===== src/rtl/pw_trigger_seq_pkg.sv =====
// Shared types and helpers for the pulse-train trigger sequencer.
//   pw_state_e : sequencer state encoding (IDLE, DELAY, HIGH, HOLDOFF)
//   MISSED_W   : width of the saturating missed-match counter
//   max3       : elaboration-time helper used to size the shared down-counter
package pw_trigger_seq_pkg;

  typedef enum logic [1:0] {
    ST_IDLE    = 2'd0,
    ST_DELAY   = 2'd1,
    ST_HIGH    = 2'd2,
    ST_HOLDOFF = 2'd3
  } pw_state_e;

  localparam int MISSED_W = 8;

  function automatic int max3(input int a, input int b, input int c);
    int m;
    m = (a > b) ? a : b;
    return (m > c) ? m : c;
  endfunction

endpackage


===== src/rtl/pw_sat_counter.sv =====
// Event counter with synchronous clear and selectable saturate/wrap.
//   trigger_clk, reset_n : clock, async active-low reset
//   i_inc                : count one event this cycle
//   i_clear              : zero the counter (wins over i_inc)
//   o_count              : current count
module pw_sat_counter #(
  parameter int pWIDTH    = 8,
  parameter bit pSATURATE = 1'b0
) (
  input  logic              trigger_clk,
  input  logic              reset_n,
  input  logic              i_inc,
  input  logic              i_clear,
  output logic [pWIDTH-1:0] o_count
);

  logic [pWIDTH-1:0] r_count;

  always_ff @(posedge trigger_clk or negedge reset_n) begin
    if (!reset_n)
      r_count <= '0;
    else if (i_clear)
      r_count <= '0;
    else if (i_inc && !(pSATURATE && (r_count == '1)))
      r_count <= r_count + pWIDTH'(1);
  end

  assign o_count = r_count;

endmodule


===== src/rtl/pw_trigger_seq.sv =====
// Parametrised pulse-train trigger generator (trigger_clk domain).
// On an accepted match emits up to pNUM_PULSES delay/width pulses on
// O_trigger, then a holdoff. Supports one-shot arming, abort on disable
// and accepted/missed statistics.
//   I_match / I_arm / I_clear_counts : single-cycle pulses
//   I_trigger_enable, I_oneshot      : levels
//   I_num_triggers, I_holdoff        : snapshotted at acceptance
//   I_trigger_delay/width            : packed per-pulse fields
//   O_trigger, O_busy, O_armed, O_seq_count, O_missed_count
module pw_trigger_seq
  import pw_trigger_seq_pkg::*;
#(
  parameter int pNUM_PULSES        = 16,
  parameter int pDELAY_WIDTH       = 20,
  parameter int pWIDTH_WIDTH       = 17,
  parameter int pHOLDOFF_WIDTH     = 24,
  parameter int pNUM_TRIGGER_WIDTH = $clog2(pNUM_PULSES + 1),
  parameter int pSEQ_COUNT_WIDTH   = 16
) (
  input  logic                                  trigger_clk,
  input  logic                                  reset_n,
  input  logic                                  I_match,
  input  logic                                  I_trigger_enable,
  input  logic                                  I_oneshot,
  input  logic                                  I_arm,
  input  logic                                  I_clear_counts,
  input  logic [pNUM_TRIGGER_WIDTH-1:0]         I_num_triggers,
  input  logic [pNUM_PULSES*pDELAY_WIDTH-1:0]   I_trigger_delay,
  input  logic [pNUM_PULSES*pWIDTH_WIDTH-1:0]   I_trigger_width,
  input  logic [pHOLDOFF_WIDTH-1:0]             I_holdoff,
  output logic                                  O_trigger,
  output logic                                  O_busy,
  output logic                                  O_armed,
  output logic [pSEQ_COUNT_WIDTH-1:0]           O_seq_count,
  output logic [MISSED_W-1:0]                   O_missed_count
);

  localparam int CNT_W = max3(pDELAY_WIDTH, pWIDTH_WIDTH, pHOLDOFF_WIDTH);
  localparam int IDX_W = (pNUM_PULSES > 1) ? $clog2(pNUM_PULSES) : 1;
  localparam logic [pNUM_TRIGGER_WIDTH-1:0] MAX_N = pNUM_TRIGGER_WIDTH'(pNUM_PULSES);

  logic [pNUM_PULSES-1:0][pDELAY_WIDTH-1:0] w_dly_arr;
  logic [pNUM_PULSES-1:0][pWIDTH_WIDTH-1:0] w_wid_arr;
  assign w_dly_arr = I_trigger_delay;
  assign w_wid_arr = I_trigger_width;

  pw_state_e                     r_state, w_state_nxt;
  logic [CNT_W-1:0]              r_cnt, w_cnt_nxt;
  logic [pNUM_TRIGGER_WIDTH-1:0] r_idx, w_idx_nxt;
  logic [pNUM_TRIGGER_WIDTH-1:0] r_n, w_n_nxt;
  logic [pHOLDOFF_WIDTH-1:0]     r_holdoff, w_holdoff_nxt;
  logic [pDELAY_WIDTH-1:0]       r_dly, w_dly_nxt;
  logic [pWIDTH_WIDTH-1:0]       r_wid, w_wid_nxt;
  logic                          r_trigger, w_trigger_nxt;
  logic                          r_armed;

  logic [pNUM_TRIGGER_WIDTH-1:0] w_n_eff, w_idx_inc;
  logic [IDX_W-1:0]              w_nidx;
  logic [CNT_W-1:0]              w_wid_m1, w_dly_m1, w_hold_m1;
  logic                          w_accept, w_missed;

  assign w_n_eff  = (I_num_triggers > MAX_N) ? MAX_N : I_num_triggers;
  assign O_armed  = I_oneshot ? r_armed : 1'b1;
  assign w_accept = (r_state == ST_IDLE) & I_match & I_trigger_enable & O_armed
                  & (w_n_eff != '0);
  assign w_missed = I_match & I_trigger_enable & ~w_accept;

  // Field for the next pulse; past the last field the value is never used.
  assign w_idx_inc = r_idx + pNUM_TRIGGER_WIDTH'(1);
  assign w_nidx    = (w_idx_inc < MAX_N) ? w_idx_inc[IDX_W-1:0] : '0;

  // Zero-length width/gap fields are stretched to one cycle.
  assign w_wid_m1  = (r_wid == '0) ? '0 : CNT_W'(r_wid - pWIDTH_WIDTH'(1));
  assign w_dly_m1  = (r_dly == '0) ? '0 : CNT_W'(r_dly - pDELAY_WIDTH'(1));
  assign w_hold_m1 = CNT_W'(r_holdoff - pHOLDOFF_WIDTH'(1));

  always_ff @(posedge trigger_clk or negedge reset_n) begin
    if (!reset_n) begin
      r_state   <= ST_IDLE;
      r_cnt     <= '0;
      r_idx     <= '0;
      r_n       <= '0;
      r_holdoff <= '0;
      r_dly     <= '0;
      r_wid     <= '0;
      r_trigger <= 1'b0;
    end else begin
      r_state   <= w_state_nxt;
      r_cnt     <= w_cnt_nxt;
      r_idx     <= w_idx_nxt;
      r_n       <= w_n_nxt;
      r_holdoff <= w_holdoff_nxt;
      r_dly     <= w_dly_nxt;
      r_wid     <= w_wid_nxt;
      r_trigger <= w_trigger_nxt;
    end
  end

  always_comb begin
    w_state_nxt   = r_state;
    w_cnt_nxt     = r_cnt;
    w_idx_nxt     = r_idx;
    w_n_nxt       = r_n;
    w_holdoff_nxt = r_holdoff;
    w_dly_nxt     = r_dly;
    w_wid_nxt     = r_wid;
    w_trigger_nxt = r_trigger;
    if (!I_trigger_enable) begin
      // Abort: straight back to IDLE, no holdoff.
      w_state_nxt   = ST_IDLE;
      w_trigger_nxt = 1'b0;
    end else begin
      case (r_state)
        ST_IDLE: begin
          if (w_accept) begin
            w_state_nxt   = ST_DELAY;
            w_cnt_nxt     = CNT_W'(w_dly_arr[0]);  // D0 of 0 rises on the next edge
            w_wid_nxt     = w_wid_arr[0];
            w_idx_nxt     = '0;
            w_n_nxt       = w_n_eff;
            w_holdoff_nxt = I_holdoff;
          end
        end
        ST_DELAY: begin
          if (r_cnt == '0) begin
            w_state_nxt   = ST_HIGH;
            w_trigger_nxt = 1'b1;
            w_cnt_nxt     = w_wid_m1;
            // Prefetch the following pulse's fields while this one is high.
            w_dly_nxt     = w_dly_arr[w_nidx];
            w_wid_nxt     = w_wid_arr[w_nidx];
          end else begin
            w_cnt_nxt = r_cnt - CNT_W'(1);
          end
        end
        ST_HIGH: begin
          if (r_cnt == '0) begin
            w_trigger_nxt = 1'b0;
            if (w_idx_inc == r_n) begin
              if (r_holdoff == '0) begin
                w_state_nxt = ST_IDLE;
              end else begin
                w_state_nxt = ST_HOLDOFF;
                w_cnt_nxt   = w_hold_m1;
              end
            end else begin
              w_state_nxt = ST_DELAY;
              w_idx_nxt   = w_idx_inc;
              w_cnt_nxt   = w_dly_m1;
            end
          end else begin
            w_cnt_nxt = r_cnt - CNT_W'(1);
          end
        end
        ST_HOLDOFF: begin
          if (r_cnt == '0) w_state_nxt = ST_IDLE;
          else             w_cnt_nxt   = r_cnt - CNT_W'(1);
        end
        default: w_state_nxt = ST_IDLE;
      endcase
    end
  end

  // Acceptance clears the arm flag even if I_arm arrives on the same edge.
  always_ff @(posedge trigger_clk or negedge reset_n) begin
    if (!reset_n)                   r_armed <= 1'b0;
    else if (I_oneshot && w_accept) r_armed <= 1'b0;
    else if (I_oneshot && I_arm)    r_armed <= 1'b1;
  end

  assign O_trigger = r_trigger;
  assign O_busy    = (r_state != ST_IDLE);

  pw_sat_counter #(.pWIDTH(pSEQ_COUNT_WIDTH), .pSATURATE(1'b0)) u_seq_cnt (
    .trigger_clk (trigger_clk),
    .reset_n     (reset_n),
    .i_inc       (w_accept),
    .i_clear     (I_clear_counts),
    .o_count     (O_seq_count)
  );

  pw_sat_counter #(.pWIDTH(MISSED_W), .pSATURATE(1'b1)) u_missed_cnt (
    .trigger_clk (trigger_clk),
    .reset_n     (reset_n),
    .i_inc       (w_missed),
    .i_clear     (I_clear_counts),
    .o_count     (O_missed_count)
  );

endmodule

===== config.mk =====
export PLATFORM = sky130hd
export DESIGN_NAME = pw_trigger_seq
export DESIGN_NICKNAME = d
export VERILOG_FILES = /design/src/rtl/pw_trigger_seq_pkg.sv /design/src/rtl/pw_sat_counter.sv /design/src/rtl/pw_trigger_seq.sv
export SDC_FILE = /design/constraint.sdc
export NUM_CORES = 1
export LEC_CHECK = 0
export CELL_PAD_IN_SITES_DETAIL_PLACEMENT = 2
export CELL_PAD_IN_SITES_GLOBAL_PLACEMENT = 2
export CORE_AREA = 5 5 252 254
export DETAILED_ROUTE_END_ITERATION = 8
export DIE_AREA = 0 0 257 259
export MAX_ROUTING_LAYER = met4
export PLACE_DENSITY = 0.86
export SKIP_CTS_REPAIR_TIMING = 1
export SLEW_MARGIN = 20
export SYNTH_ARGS = -nofsm -noshare
export SYNTH_HDL_FRONTEND = slang
export SYNTH_SLANG_ARGS = --single-unit
export TNS_END_PERCENT = 50

===== constraint.sdc =====
create_clock -name trigger_clk -period 3.5 [get_ports trigger_clk]
set_input_delay 0.7 -clock trigger_clk [delete_from_list [all_inputs] [get_ports trigger_clk]]
set_output_delay 0.7 -clock trigger_clk [all_outputs]
set_load 0.005 [all_outputs]

# Yosys cells after proc, flatten, opt, wreduce, memory -nomap -nowiden
# Index checks and enable logic that the tools add are counted.
dict set report word_totals {
  output_inout_bits 27
  inputBits 628
  wordCells 108
  register_bits 123
}
dict set report op_classes {
  bitwise_logic 7
  muxes 41
  magnitude_cmp 3
  n_reduce_logical 23
  addsub 7
  eq_ne 16
}
# op n
set ops {}
lappend ops {{$mux 24} 8}
lappend ops {{$pmux 24 s4} 1}
lappend ops {{$bmux 20 s4} 1}
lappend ops {{$bmux 17 s4} 1}
lappend ops {{$mux 17} 3}
lappend ops {{$logic_not 24->1} 2}
lappend ops {{$sub 24x1->24 const B} 2}
lappend ops {{$pmux 17 s2} 1}
lappend ops {{$mux 16} 2}
lappend ops {{$sub 20x1->21 const B} 1}
lappend ops {{$logic_not 20->1} 1}
lappend ops {{$mux 20} 1}
lappend ops {{$mux 5} 4}
lappend ops {{$sub 17x1->18 const B} 1}
lappend ops {{$logic_not 17->1} 1}
lappend ops {{$add 16x1->16 const B} 1}
lappend ops {{$mux 8} 2}
lappend ops {{$mux 2} 7}
lappend ops {{$ne 3x3->1 const B} 4}
lappend ops {{$reduce_and 4->1} 3}
lappend ops {{$reduce_bool 2->1} 6}
lappend ops {{$ne 2x2->1 const B} 5}
lappend ops {{$pmux 5 s2} 1}
lappend ops {{$reduce_and 3->1} 3}
lappend ops {{22 further kinds} 35}

# Longest topological paths before layout
# Gate-level depths: netlist of run 1.
dict set report depth {
  ltp_word 10
  ltp_mapped 11
  depth_no_buf 9
}

# By module
# A second synthesis of run 1 with hierarchy kept.
dict set report hier_totals {
  cells_unflattened 1642
  hier_area_um2 13225.2
}
# module n_inst area_per_inst_um2 seq_area_each_um2 cells_each
set by_module_without_submodules {}
lappend by_module_without_submodules {pw_trigger_seq 1 11847.6 2477.4 1513}
lappend by_module_without_submodules {{pw_sat_counter at u_seq_cnt} 1 872.1 400.4 82}
lappend by_module_without_submodules {{pw_sat_counter at u_missed_cnt} 1 505.5 200.2 47}

# Worst setup path after synthesis of run 1
# No wires, ideal clock.
dict set report synth_timing {
  path_type {reg-to-reg}
  from {register r_holdoff[17]}
  to {register r_cnt[2]}
  required_time_ps 3379
  setup_time_ps 121
  arrival_ps 2586
  path_stages_with_launch 9
  path_slack_ps 794
  cell_sequence {dfrtp_1 -> or4_1 -> or4_1 -> nor3_2 -> a21oi_1 -> o21a_1 -> buf_2 -> buf_6 -> a22o_1}
}
dict set report synth_between {
  elab_chain_len 3
}
# element line_no
set synth_rtl {}
lappend synth_rtl {{from (decl)} pw_trigger_seq.sv:51} ;# logic [pHOLDOFF_WIDTH-1:0] r_holdoff, w_holdoff_nxt;
lappend synth_rtl {{from (signal assigned)} pw_trigger_seq.sv:92} ;# r_holdoff <= w_holdoff_nxt;
lappend synth_rtl {{$logic_not 24->1} pw_trigger_seq.sv:140} ;# if (r_holdoff == '0) begin
lappend synth_rtl {{$ne 4x4->1 (no source line)} --}
lappend synth_rtl {{$reduce_and 4->1 (no source line)} --}
lappend synth_rtl {{to (signal assigned)} pw_trigger_seq.sv:89} ;# r_cnt <= w_cnt_nxt;
lappend synth_rtl {{to (decl)} pw_trigger_seq.sv:48} ;# logic [CNT_W-1:0] r_cnt, w_cnt_nxt;
# Every way passes these cells.
# A chain may end at the register's enable or synchronous reset.

# Worst setup path in the final report of run 1
dict set report layout_timing {
  from {register r_idx[0]}
  to {register r_wid[10]}
}
dict set report layout_between {
  elab_chain_len 7
}
# element line_no
set layout_rtl {}
lappend layout_rtl {{from (decl)} pw_trigger_seq.sv:49} ;# logic [pNUM_TRIGGER_WIDTH-1:0] r_idx, w_idx_nxt;
lappend layout_rtl {{from (signal assigned)} pw_trigger_seq.sv:90} ;# r_idx <= w_idx_nxt;
lappend layout_rtl {{$add 5x1->5 *} pw_trigger_seq.sv:69} ;# assign w_idx_inc = r_idx + pNUM_TRIGGER_WIDTH'(1);
lappend layout_rtl {{$lt 5x5->1} pw_trigger_seq.sv:70} ;# assign w_nidx = (w_idx_inc < MAX_N) ? w_idx_inc[IDX_W-1:0] : '0;
lappend layout_rtl {{$mux 4 *} pw_trigger_seq.sv:70}
lappend layout_rtl {{$bmux 17 s4 *} pw_trigger_seq.sv:131} ;# w_wid_nxt = w_wid_arr[w_nidx];
lappend layout_rtl {{$mux 17 (implied by the code) *} pw_trigger_seq.sv:131}
lappend layout_rtl {{$mux 17 *} pw_trigger_seq.sv:125} ;# if (r_cnt == '0) begin
lappend layout_rtl {{$pmux 17 s2 *} pw_trigger_seq.sv:113} ;# case (r_state)
lappend layout_rtl {{to (signal assigned)} pw_trigger_seq.sv:94} ;# r_wid <= w_wid_nxt;
lappend layout_rtl {{to (decl)} pw_trigger_seq.sv:53} ;# logic [pWIDTH_WIDTH-1:0] r_wid, w_wid_nxt;
# Every way passes the cells marked *; elsewhere a longest branch is shown, timed or not. The select of a mux whose other input is x is not followed.

==> results_dict.tcl, run 1 <==
set metrics [dict create \
    grt.total_usage_pct 24.4 \
    hold_viol_final 0 \
    overflow 0 \
    synth_area_leaders "mux4_2, dfrtp_1, nand2_1, o21ai_0, xor2_1" \
    setup_viol 0 \
    drc 0 \
    tns_ns 0 \
    slew_viol_final 0 \
    timing.final.crit_share_pct 90.5 \
    period_needed_ns 3.17 \
    syn-num-nets 1921 \
    clock_latency_ns 0.44 \
    clock_skew_ns 0.0125 \
    place_congestion 0.926 \
    powerDensity_nw_per_um2 292 \
    slew_headroom_pct 37.4 \
    p_seq_share_pct 32.7 \
    syn_to_final_growth_pct 69.4 \
    critPathMaxFanout 20 \
    ys_async_sr_fraction_pct 100 \
    start_util_pct 20.2 \
    syn_area_per_cell_um2 9.61 \
    end_kind "flop" \
    ir_drop_mv 0.325 \
    io_buffer_count 654 \
    cts_tree "yes" \
    cts_max_path_buffers 2 \
    synth_top_cell_area_share_pct 27.0 \
    outcome "complete, no violations" \
    netlist_instances 1283 \
    ys.flop_type "dfrtp_1" \
    antenna_found_initial 28 \
    drive_gt1_share_pct 14.4 \
    nets 2569 \
    wl_per_cell_um 30.2 \
    dieWidth_um 257 \
    die_area_um2 66600 \
    hp-class "in2async" \
    postLayoutCoreUtil_pct 34.2 \
    fmax_mhz 316 \
    pre_cts_slack_ns 0.363 \
    fin_hold_ws_ns 0.306 \
    grt_pass1_wl_um 117000 \
    cp-start-kind "flop" \
    p_leak_nw 7.57 \
    root_buffer "clkbuf_16" \
    cap_violations 0 \
    grt_pass1_vias 16500 \
    p_sw_mw 2.07 \
    ys_seq_elements 123 \
    antenna_left 0 \
    drt_iter0_markers 778 \
    worstMarginPinSlew_ns 0.936 \
    worstSetupPathType "reg2reg" \
    final_cells 2752 \
    clk_pin_slew_ns 0.06 \
    critical_path_arrival_ns 3.50 \
    drtPass1Iterations 5 \
    pin_count 655 \
    cp.required_ns 3.83 \
    rsz0062_at_grt "no" \
    synth_edf_count 0 \
    place_inst 2702 \
    post-dp-hpwl_um 71300 \
    core-area_um2 61000 \
    clock-sinks 123 \
    p_sw_share_pct 34.0 \
    grt_max_degree 50 \
    htreeDepth 4 \
    synthDistinctLibCells 72 \
    die_h_um 259 \
    synthTopCellsByCount "mux4_2, nand2_1, dfrtp_1, o21ai_0, nor2_1" \
    power.internal_mw 4.02 \
    synth_top_cell_by_area "mux4_2" \
    yosys_warnings 0 \
    vias 14400 \
    clock_power_share_pct 31.0 \
    fin_ws_ns 0.334 \
    wirelength_um 83200 \
    cts_buffers 17 \
    synth.most_common_cell "mux4_2" \
    combPwrFrac_pct 36.3 \
    rows 91 \
    synthesis.area_um2 12300 \
    ys_seq_area_share_pct 25.0 \
    avgViaCountPerCell 5.22 \
]
[registers in the layout, summed over array words and instances (netlist names), 2 cells and up]
| name | flops |
|---|---|
| r_holdoff | 24 |
| r_idx | 5 |
| r_n | 5 |
| u_missed_cnt.o_count | 8 |
| r_wid | 17 |
| r_cnt | 24 |
| r_state | 2 |
| r_dly | 20 |
| u_seq_cnt.o_count | 16 |
[routing by layer]
metal,wire length (um),GRT usage [%],up-vias
met4,1880,6.01,0
met5,0,-,-
li1,-,-,6342
met2,45400,45.4,487
met3,3340,3.15,66
met1,32600,28.0,7468
[power by group through the flow]
stage / combinational [mW] / clock (mW) / sequential (mW)
finish: 2.21 / 1.89 / 1.99
global route: 2.35 / 1.99 / 2.02
CTS: 2.22 / 1.93 / 1.99
detailed placement: 2.20 / 0 / 2.01
global placement: 2.13 / 0 / 1.98
floorplan: 0.953 / 0 / 1.86
[worst max-delay path, stage by stage, from the launching register on]
cell and delay, ns:
dfrtp_1 0.50, ha_1 0.40, nand3_1 0.14, or2_2 0.34, nand3_4 0.22, buf_4 0.35, mux4_2 0.38, a22oi_1 0.31
a31oi_1 0.20, o22a_1 0.21
[final timing paths]
| check | slack, ns | cells past startpoint | to | from |
|---|---|---|---|---|
| min reg2reg | 0.53 | 2 | r_n[4] | r_n[4] |
| max reg2reg | 0.33 | 9 | r_wid[10] | r_idx[0] |
| min | 0.31 | 1 | r_armed | reset_n |
| max | 0.33 | 9 | r_wid[10] | r_idx[0] |
| max in group asynchronous | 2.43 | 2 | r_holdoff[23] | reset_n |
| min in group trigger_clk | 0.53 | 2 | r_n[4] | r_n[4] |
[final cells by class]
class	count	area (um2)
antenna	18	45.0
clock buffer	19	443
clock inverter	13	166
fill	6676	40100
inverter	31	116
multi-input combinational	1027	8770
sequential	123	3080
tap	790	988
timing repair buffer	731	7270
[logic make-up after synthesis]
family | count (synthesis) | synth area share (%)
buffers and inverters | 133 | 4.30
AO/OA/AOI/OAI | 315 | 17.2
AND/OR/NAND/NOR | 460 | 18.6
adder cells (fa/ha/maj) | 10 | 1.02
multiplexers | 170 | 28.8
flip-flops | 123 | 25.0
XOR/XNOR | 72 | 5.12
[cells in the final DEF (no fill, tap or decap), types with 10 or more instances in the layout]
cell type,n
o22a_1,21
ha_1,10
a21oi_1,29
xor2_1,37
o211ai_1,13
nor2_1,72
a31oi_1,27
a221oi_1,22
and3_1,12
clkdlybuf4s50_1,653
xnor2_1,35
nand3_1,61
mux4_2,148
buf_4,66
nand2_1,146
diode_2,18
dfrtp_1,122
nor4_1,28
clkbuf_16,17
o21ai_0,98
inv_1,30
nand4_1,15
nor3_1,27
nor2b_1,24
a22oi_1,22
mux2i_1,22
nand2b_1,13
buf_12,12
or3_1,22
[stage by stage]
stage / power (mW) / instance area [um2]
after floorplan: 2.81 / 12300
after global placement: 4.11 / 20200
after detailed placement: 4.21 / 20200
after CTS: 6.14 / 20800
after global routing: 6.37 / 20900
final: 6.09 / 20900
(Power assumes the default switching activity.)
==> run 2: changes to the inputs <==
SKIP_LAST_GASP = 1   (was default)
==> results of run 2 <==
Same layout as run 1: the final DEF is identical, and so are final timing and power.
==> run 3: changes to the inputs <==
MAX_ROUTING_LAYER = default   (was met4)
clock period = 3.3 ns   (was 3.5 ns; I/O delays follow)
==> run 3 against run 2 <==
Non-clock buffer count increased by 24. Critical path depth decreased by 1. Clock power about the same. Sequential cell count unchanged. Highest routed layer is now met5. Combinational power increased by 9.5%. First-iteration DRC count increased by 5.4%. Via count increased by 1.8%. Worst hold slack improved by 0.028 ns. Fmax increased by 2.0%. Largest cell class unchanged. Final cell count increased by 0.65%. Count of clock-buffer cells in the layout decreased by 1. Largest power group unchanged. Worst setup slack got worse by 0.14 ns.
==> results_dict.tcl, run 3 (synthesis results as in run 1) <==
set metrics [dict create \
    start_util_pct 20.2 \
    cp_cell_sequence "or4_1, or4_1, nor3_2, a21oi_1, o21a_1, buf_4, mux2i_1, nor3_1" \
    worstSetupPathType "reg2reg" \
    grt.total_usage_pct 23.8 \
    crit_top_cell "or4_1" \
    cp.required_ns 3.64 \
    drc 0 \
    wl_per_cell_um 30.0 \
    core-area_um2 61000 \
    avgViaCountPerCell 5.28 \
    final_cells 2770 \
    die_area_um2 66600 \
    place_congestion 0.936 \
    power_mw 6.38 \
    postLayoutCoreUtil_pct 34.5 \
    period_needed_ns 3.10 \
    clock_latency_ns 0.44 \
    cpMaxStageDelayCell "or4_1" \
    antenna_left 0 \
    p_leak_nw 7.68 \
    critPathMaxFanout 13 \
    cts_tree "yes" \
    drtPass1Iterations 5 \
    post-dp-hpwl_um 71600 \
    vias 14600 \
    final_cell_mix "clkdlybuf4s50_1, mux4_2, nand2_1" \
    place_inst 2726 \
    pre_cts_slack_ns 0.180 \
    r2r_start "r_holdoff[18]" \
    placed_area_um2 20400 \
    fin_area_um2 21000 \
    slew_viol_final 0 \
    die_h_um 259 \
    fmax_mhz 322 \
    cap_violations 0 \
    critical_path_arrival_ns 3.44 \
    outcome "complete, no violations" \
    io_buffer_count 654 \
    hp-class "in2async" \
    antenna_found_initial 28 \
    top_regs "r_cnt (24), r_holdoff (24), r_dly (20)" \
    end_kind "flop" \
    worstMarginPinSlew_ns 0.935 \
    timing.critical_path.buf_inv 1 \
    clock-sinks 123 \
    root_buffer "clkbuf_16" \
    dieWidth_um 257 \
    powerDensity_nw_per_um2 304 \
    fillers 6692 \
    rsz0062_at_grt "no" \
    hold_viol_final 0 \
    wirelength_um 83000 \
    drt_iter0_markers 820 \
    cp-start-kind "flop" \
    r2r_cells 8 \
    r2r_slack_ns 0.20 \
    fin_ws_ns 0.197 \
    timing.final.crit_share_pct 94.0 \
    final_common_cell "clkdlybuf4s50_1" \
    grt_pass1_vias 16500 \
    syn_to_final_growth_pct 70.7 \
    setup_viol 0 \
    tns_ns 0 \
    slew_headroom_pct 37.4 \
    pin_count 655 \
    grt_pass1_wl_um 118000 \
    slowest_delay_ns 0.63 \
    nets 2593 \
    grt_max_degree 59 \
    cts_buffers 17 \
    clk_pin_slew_ns 0.06 \
    rr_endpoint "r_cnt[23]" \
    rows 91 \
    path_delay_family "simple AND/OR/NAND/NOR gates" \
    ir_drop_mv 0.322 \
    overflow 0 \
    clock_skew_ns 0.00878 \
    htreeDepth 4 \
    fin_hold_ws_ns 0.334 \
    drive_gt1_share_pct 15.6 \
    cts_max_path_buffers 2 \
]
[run 3: cell count changes in the layout (fill, tap and decap cells not counted), sizes merged]
cell      previous run  this run
buf                 78       102
inv                 32        36
clkbuf              19        18
diode               18        12
clkinvlp             3         2
bufinv               3         1
[run 3: cell type report]
class                   instances  area, um2  share of cell area [%]
diodes                         12       30.0                   0.143
repair buffers                755       7460                    35.5
inverters                      31        116                   0.553
flip-flops and latches        123       3080                    14.6
well taps                     790        988                    4.70
clock buffers                  18        439                    2.09
clock inverters                14        136                   0.648
multi-input cells            1027       8780                    41.7
[run 3: how the worst max path moves through the flow]
| stage | startpoint | slack [ns] | end | depth (start not counted) |
|---|---|---|---|---|
| after floorplan | r_holdoff[17] | 0.59 | r_cnt[2] | 8 |
| after global placement | r_cnt[1] | 0.30 | r_dly[19] | 12 |
| after detailed placement | r_cnt[0] | 0.18 | r_dly[15] | 12 |
| after CTS | r_cnt[0] | 0.14 | r_dly[15] | 12 |
| after global routing | r_cnt[1] | 0.06 | r_dly[4] | 12 |
| final | r_holdoff[18] | 0.20 | r_cnt[23] | 8 |
[run 3: report_power, final]
group | total [mW] | switching (mW) | internal [mW] | leakage [nW]
Clock | 1.89 | 0.821 | 1.07 | 0.280
Sequential | 2.07 | 0.341 | 1.73 | 1.57
Combinational | 2.42 | 1.06 | 1.36 | 5.83
Total | 6.38 | 2.22 | 4.16 | 7.68
[run 3: layer usage]
metal,GRT usage [%],wire [um],part of all wire [%]
met1,28.0,31900,38
met2,45.4,45200,54
met3,3.42,4060,4.9
met4,5.89,1830,2.2
met5,0,27,0.033
